### config.mk
export PLATFORM = sky130hd
export DESIGN_NAME = ahb_arbiter
export DESIGN_NICKNAME = d
export VERILOG_FILES = /design/src/rtl/ahb_pkg.sv /design/src/rtl/ahb_rr_picker.sv /design/src/rtl/ahb_arbiter.sv
export SDC_FILE = /design/constraint.sdc
export NUM_CORES = 1
export LEC_CHECK = 0
export CAP_MARGIN = 10
export CORE_MARGIN = 10
export CORE_UTILIZATION = 46
export CTS_CLUSTER_DIAMETER = 40
export DETAILED_ROUTE_END_ITERATION = 10
export PLACE_DENSITY_LB_ADDON = 0.3
export SLEW_MARGIN = 20
export SYNTH_ARGS = -nofsm -noshare
export SYNTH_HDL_FRONTEND = slang
export SYNTH_SLANG_ARGS = --single-unit
### constraint.sdc
create_clock -name hclk -period 2.45 [get_ports hclk]
set_input_delay 0.49 -clock hclk [delete_from_list [all_inputs] [get_ports hclk]]
set_output_delay 0.49 -clock hclk [all_outputs]
set_load 0.005 [all_outputs]
### src/rtl/ahb_pkg.sv
// AHB encodings and burst helpers shared by the arbiter and the master agents.
package ahb_pkg;

    typedef enum logic [1:0] {
        IDLE   = 2'd0,
        BUSY   = 2'd1,
        NONSEQ = 2'd2,
        SEQ    = 2'd3
    } htrans_e;

    typedef enum logic [2:0] {
        SINGLE = 3'd0,
        INCR   = 3'd1,
        WRAP4  = 3'd2,
        INCR4  = 3'd3,
        WRAP8  = 3'd4,
        INCR8  = 3'd5,
        WRAP16 = 3'd6,
        INCR16 = 3'd7
    } hburst_e;

    function automatic logic [3:0] burst_len_m1(input hburst_e b);
        case (b)
            WRAP4,  INCR4:  return 4'd3;
            WRAP8,  INCR8:  return 4'd7;
            WRAP16, INCR16: return 4'd15;
            default:        return 4'd0;
        endcase
    endfunction

    function automatic logic is_fixed_burst(input hburst_e b);
        return (b != SINGLE) && (b != INCR);
    endfunction

endpackage

### src/rtl/ahb_rr_picker.sv
// Combinational round-robin picker: first set request after 'last', wrapping.
module ahb_rr_picker #(
    parameter int unsigned N = 4,
    parameter int unsigned W = $clog2(N)
) (
    input  logic [N-1:0] req,
    input  logic [W-1:0] last,
    output logic [W-1:0] winner,
    output logic         valid
);

    always_comb begin
        int unsigned idx;
        idx    = 0;
        winner = '0;
        valid  = 1'b0;
        for (int unsigned k = 1; k <= N; k++) begin
            idx = (32'(last) + k) % N;
            if (!valid && req[idx[W-1:0]]) begin
                valid  = 1'b1;
                winner = idx[W-1:0];
            end
        end
    end

endmodule

### src/rtl/ahb_arbiter.sv
// Round-robin AHB arbiter with fixed-burst tracking and locked-transfer hold.
module ahb_arbiter
    import ahb_pkg::*;
#(
    parameter int NUM_MASTERS    = 4,
    parameter int DEFAULT_MASTER = 0,
    parameter int MW             = $clog2(NUM_MASTERS)
) (
    input  logic                   hclk,
    input  logic                   hreset,
    input  logic [NUM_MASTERS-1:0] hbusreq,
    input  logic [NUM_MASTERS-1:0] hlock,
    input  logic [1:0]             htrans,
    input  logic [2:0]             hburst,
    input  logic                   hready,
    output logic [NUM_MASTERS-1:0] hgrant,
    output logic [MW-1:0]          hmaster,
    output logic                   hmastlock
);

    localparam logic [MW-1:0] DEF_IDX = MW'(DEFAULT_MASTER);

    htrans_e       trans;
    hburst_e       burst;
    logic [MW-1:0] owner;
    logic [MW-1:0] rr_last;
    logic [MW-1:0] pick_idx;
    logic [MW-1:0] next_owner;
    logic          pick_valid;
    logic          hold_burst;
    logic          arb_ok;
    logic [3:0]    beats_left;
    logic [3:0]    beats_next;

    assign trans = htrans_e'(htrans);
    assign burst = hburst_e'(hburst);

    ahb_rr_picker #(
        .N (NUM_MASTERS),
        .W (MW)
    ) u_picker (
        .req    (hbusreq),
        .last   (rr_last),
        .winner (pick_idx),
        .valid  (pick_valid)
    );

    // The last SEQ beat (beats_left==1) is not held, so the next grant
    // overlaps that final address phase.
    always_comb begin
        hold_burst = 1'b0;
        case (trans)
            NONSEQ:  hold_burst = is_fixed_burst(burst);
            SEQ:     hold_burst = (beats_left > 4'd1);
            BUSY:    hold_burst = (beats_left != 4'd0);
            default: hold_burst = 1'b0;
        endcase
        arb_ok     = hready && !hlock[owner] && !hold_burst;
        next_owner = pick_valid ? pick_idx : DEF_IDX;
    end

    always_comb begin
        beats_next = beats_left;
        case (trans)
            NONSEQ:  beats_next = burst_len_m1(burst);
            SEQ:     beats_next = (beats_left != 4'd0) ? beats_left - 4'd1 : beats_left;
            IDLE:    beats_next = '0;
            default: beats_next = beats_left;
        endcase
    end

    always_ff @(posedge hclk) begin
        if (hreset) begin
            owner      <= DEF_IDX;
            rr_last    <= DEF_IDX;
            beats_left <= '0;
            hmaster    <= DEF_IDX;
            hmastlock  <= 1'b0;
        end else if (hready) begin
            beats_left <= beats_next;
            hmaster    <= owner;
            hmastlock  <= hlock[owner];
            if (arb_ok) begin
                owner   <= next_owner;
                rr_last <= next_owner;
            end
        end
    end

    assign hgrant = NUM_MASTERS'(1) << owner;

endmodule

==> impl_metrics.toml <==
[finish]
post_layout_nonfiller_instances = 141
fin_nets = 153
diodes = 0
area_delta_synth_final_pct = 38.3
drive_above_1_share_pct = 14.4

[power_and_ir_drop]
p_leak_uw = 0.000450
powerDensity_nw_per_um2 = 428
seqPwrFrac_pct = 36.2
internal-power_uw = 318
clkPwrFrac_pct = 26.1
p_comb_share_pct = 37.7
vdd_drop_max_mv = 0.342
switching_share_pct = 31.8
switchingPower_uw = 148

[routing]
wire_per_inst_um = 14.0
antenna_left = 0
drt_first_pass_iters = 4
drc = 0
viasPerCell = 5.47
drtIter0Drc = 17
wirelength_um = 1980
vias = 771

[setup_path]
end_kind = "output pin"
cp_top_family = "buffers and inverters"
cp_num_buf_inv = 2
cp.required_ns = 1.96
cp_slowest_cell = "dfxtp_1"
cp_max_fo = 9
worst-setup-path-type = "reg2out"
cp-start-kind = "flip-flop"
cp_cell_sequence = "inv_1, ha_1, clkdlybuf4s50_1"
arrival_ns = 1.56
max_stage_delay_ns = 0.49

[clock_tree]
cts_root_buf = "clkbuf_4"
cts-resized-gates = 0
hold_buffers = 0
clk-insertion-delay-late_ns = 0.28
clk_path_buf_depth = 2
cts_tree = "done"
clock-sinks = 9
post_cts_buffers = 0
cts_made_buffers = 3
h-tree-depth = 1
path_clk_slew_ns = 0.07

[synthesis]
async_flop_share_pct = 0
synth.avg_cell_area_um2 = 8.37
ys_types = 35
synth_top_area_share_pct = 22.9
synth-seq-cells = 9
yosysSeqAreaShare_pct = 22.9
synth.cell_area_um2 = 787
ys_top_cells_by_area = "dfxtp_1 23%, ha_1 17%, o21ai_0 5.7%"
yosysWarnings = 0
synthCells = 94
synth_common_cells = "11 x ha_1, 11 x nor2_1, 9 x dfxtp_1, 9 x o21ai_0, 8 x inv_1"
synth_ff_type = "dfxtp_1"
synth_edf_count = 0
syn_nets = 121
yosys.area.top_type = "dfxtp_1"

[timing]
clock.fmax_ghz = 0.489
fin_crit_ns = 2.05
skew_ns = 0.00947
maxSlewViolCount = 0
fin_crit_sh_pct = 83.5
relSlewSlack_pct = 68.2
fin_setup_tns_ns = 0
timing.hold.ws_ns = 0.461
hold_violations = 0
rsz0062_at_grt = "no"
setup_viol = 0
worst_slew_pin_slew_ns = 0.470

[place]
hpwl_um = 1600
gp_congestion = 0.890
port_buffers = 21
dp_cells = 137

[die]
pin_count = 23
chipWidth_um = 61.4
rows = 14
dieHeight_um = 61.4
die_area_um2 = 3770
start_util_pct = 50.5
coreArea_um2 = 1560

[global_route]
grt_max_degree = 10
grt-ovfl-total = 0
grt_pass1_wl_um = 3110
grt_pass1_vias = 760
antenna_found_initial = 0
grt_usage_pct = 10.9

[status]
run_status = "finished, final reports clean"

[hold_path]
hold_path.class = "reg2reg"

[run]
maxCapViolations = 0
placed cells by master, fill, tap and decap left out, types with 5 or more instances in the layout:
cell type,Yosys,routed
dfxtp_1,9,9
inv_1,8,8
nor2_1,11,11
buf_4,0,8
o21ai_0,9,9
nand2_1,5,5
clkdlybuf4s50_1,0,21
ha_1,11,11
routing by layer:
layer / track usage, % / wire length, um / vias to the layer above
met4: 9.24 / 62 / 0
met3: 1.44 / 96 / 5
met1: 11.1 / 903 / 342
met5: 0 / 0 / -
met2: 19.4 / 918 / 21
li1: - / - / 403
worst reg2reg max path, delay by kind of cell (launching register included):
family,cells,cell delay (ns)
DFF,1,0.42
buffers and inverters,1,0.21
and+or+nand+nor,1,0.30
AOI/OAI and AO/OA,2,0.44
muxes,1,0.54
through the flow:
| stage | area (um2) | utilization [%] | setup slack [ns] | power [uW] |
|---|---|---|---|---|
| final | 1090 | 69.8 | 0.405 | 466 |
| after CTS | 1090 | 69.8 | 0.389 | 468 |
| after floorplan | 787 | - | 0.563 | 271 |
| after global routing | 1090 | 69.8 | 0.313 | 493 |
| after global placement | 1060 | 68.1 | 0.227 | 341 |
| after detailed placement | 1060 | 68.1 | 0.175 | 346 |
cell type report:
cell class / instances / area (um2)
clock buffers: 4 / 26.3
fillers: 130 / 470
inverters: 8 / 30.0
multi-input cells: 75 / 562
flip-flops and latches: 9 / 180
well taps: 16 / 20.0
repair buffers: 29 / 270
sequential cells by signal, summed over array words and instances, names as in the netlist:
name / cells
beats_left: 4
hmaster: 2
rr_last: 2
hmastlock: 1
worst paths after layout:
kind | from | to | slack (ns) | cells after the start
worst max register to register | rr_last[0] | rr_last[0] | 0.46 | 5
worst min-delay path | hmaster[1] | hmaster[1] | 0.46 | 2
worst min register to register | hmaster[1] | hmaster[1] | 0.46 | 2
worst max-delay path | rr_last[1] | hgrant[0] | 0.40 | 3
cells by family (layout without fill, tap and decap cells):
kind of cell	count (synthesis)	in the layout	synth area share (%)
adders and majority gates	11	11	17.5
muxes	7	7	11.4
buffers and inverters	10	41	5.72
and+or+nand+nor	30	30	19.1
AOI/OAI and AO/OA	27	27	23.4
DFF	9	9	22.9
power groups by stage:
stage          Combinational, uW  Clock, uW  Sequential, uW
2_1_floorplan                102          0             170
4_1_cts                      176        123             168
6_report                     176        122             169
3_3_place_gp                 169          0             172
5_1_grt                      194        129             170
3_5_place_dp                 175          0             172
Power figures use the tool's default switching activity.
==> RTL change: new RTL, same settings <==
The parameter `NUM_MASTERS` goes from 4 to 8.
--- a/src/rtl/ahb_arbiter.sv
+++ b/src/rtl/ahb_arbiter.sv
@@ -4,3 +4,3 @@
 #(
-    parameter int NUM_MASTERS    = 4,
+    parameter int NUM_MASTERS    = 8,
     parameter int DEFAULT_MASTER = 0,
Ports: changed (resized hbusreq, hgrant, hlock and hmaster); port bits go from 23 to 36. No check against the original RTL was run, so the function may have changed too.
==> RTL change against the original RTL <==
  * Combinational power increased to 16 times the old value
  * Sequential share of layout area decreased by 8.0 points
  * Worst setup slack got worse by 0.57 ns
  * Routed wire length increased to 2.7 times the old value
  * Total power increased to 6.7 times the old value
  * Sequential power increased by 52%
  * Via count increased to 2.5 times the old value
  * Clock power increased by 9%
  * Sequential cell count increased by 2
  * The run now ends with negative setup slack left
  * Area after synthesis increased by 110%
  * Synthesized cell count increased by 100%
  * Final area increased by 140%
  * Largest power group unchanged
==> RTL change: results (changes against the original RTL) <==
max incr delay on CP 0.43 ns (was 0.49 ns); share of layout cells above drive strength 1 40.7% (was 14.4%); Final Skew 0.00547 ns (was 0.00947 ns); Area after DPL 0.00250 mm² (was 0.00106 mm²); DRT iter0 DRCs 149 (was 17); final setup vio count 2 (was 0); violated checks negative setup slack; PortBufs 34 (was 21); Static Leak 1.10 nW (was 0.450 nW); Setup WS post-layout -0.165 ns (was 0.405 ns); Flop pwr share 8.2% (was 36.2%); compound-cell area share of the yosys netlist 22.2% (was 23.4%); largest net degree at the start of global routing 17 (was 10); xor/xnor share of the synthesized area 2.64% (was 0%); worst r2r path cells 8 (was 5); status finished with violations (was completed); Synth cell types 53 (was 35); Routed WL 5360 µm (was 1980 µm); top post-synthesis cells by count nor2_1 (17), ha_1 (15), dfxtp_1 (11), inv_1 (11), mux4_2 (11) (was ha_1 (11), nor2_1 (11), dfxtp_1 (9), o21ai_0 (9), inv_1 (8)); largest family of logic cells by synthesized area multiplexers (was compound AO/OA/AOI/OAI gates); mux share of post-synthesis cell area 24.2% (was 11.4%); Switch Pwr 1.38 mW (was 0.148 mW); Reg2Reg Launch Point rr_last[1] (was rr_last[0]); first-pass GRT wire length 8590 µm (was 3110 µm); sequential area share after synthesis 13.3% (was 22.9%); Synth Area in Adders 11.3% (was 17.5%); Slew @ Worst Pin 0.402 ns (was 0.470 ns); GP Congestion 0.911 (was 0.890); gr usage total 16.3% (was 10.9%); clock power share 4.2% (was 26.1%); Hold Crit Start hmastlock (was hmaster[1]); Hold EP hmastlock (was hmaster[1]); via count 1953 (was 771); Top delay family on crit path simple AND/OR/NAND/NOR gates (was buffers and inverters); Worst IR Drop VDD 0.000585 V (was 0.000342 V); Top Registers beats_left: 4 flops, hmaster: 3 flops, rr_last: 3 flops (was beats_left: 4 flops, hmaster: 2 flops, rr_last: 2 flops); arrival time at the worst endpoint 2.81 ns (was 1.56 ns)
==> RTL change: changes by cell type after synthesis, sizes merged, moves of 5 or more <==
cell and delta:
nor3 +6, and2 +7, mux4 +10, nand2 +5
nor2 +6
==> RTL change: worst max-delay path by stage <==
| stage | from | end | slack, ns | depth (start not counted) |
|---|---|---|---|---|
| final | rr_last[1] | rr_last[1] | -0.17 | 8 |
| after global routing | rr_last[0] | rr_last[1] | -0.28 | 8 |
| after CTS | rr_last[1] | rr_last[1] | -0.16 | 8 |
| after detailed placement | hbusreq[7] | rr_last[1] | -0.63 | 7 |
| after global placement | hbusreq[4] | rr_last[1] | -0.53 | 7 |
| after floorplan | rr_last[0] | rr_last[1] | -0.47 | 10 |
==> RTL change: what timing repair did <==
| item | CTS | global route |
|---|---|---|
| pin swaps | 2 | 3 |
| setup endpoints to repair | 3 | 3 |
| setup buffers | 2 | 0 |
| resized for setup | 18 | 18 |
==> RTL change: final cells by class <==
type	instances	area [µm²]
multi-input combinational	160	1490
timing repair buffer	94	810
fill	251	758
sequential	11	228
tap	46	57.6
inverter	11	46.3
clock buffer	4	26.3
==> RTL change: per-stage QoR <==
stage	worst slack [ns]	power [mW]	instances	hold WS [ns]	setup TNS (ns)
floorplan	-0.466	1.65	191	0.460	-1.03
global placement	-0.531	2.63	320	0.464	-1.44
detailed placement	-0.626	2.69	320	0.472	-1.67
CTS	-0.160	2.91	326	0.487	-0.281
global route	-0.278	3.36	326	0.511	-0.533
finish	-0.165	3.14	326	0.484	-0.291
==> RTL change: metal layers <==
metal	track usage, %	up-vias	wire (µm)
li1	-	911	-
met1	18.8	929	2150
met2	27.4	92	2580
met3	4.39	21	499
met4	7.39	0	123
met5	0	-	0
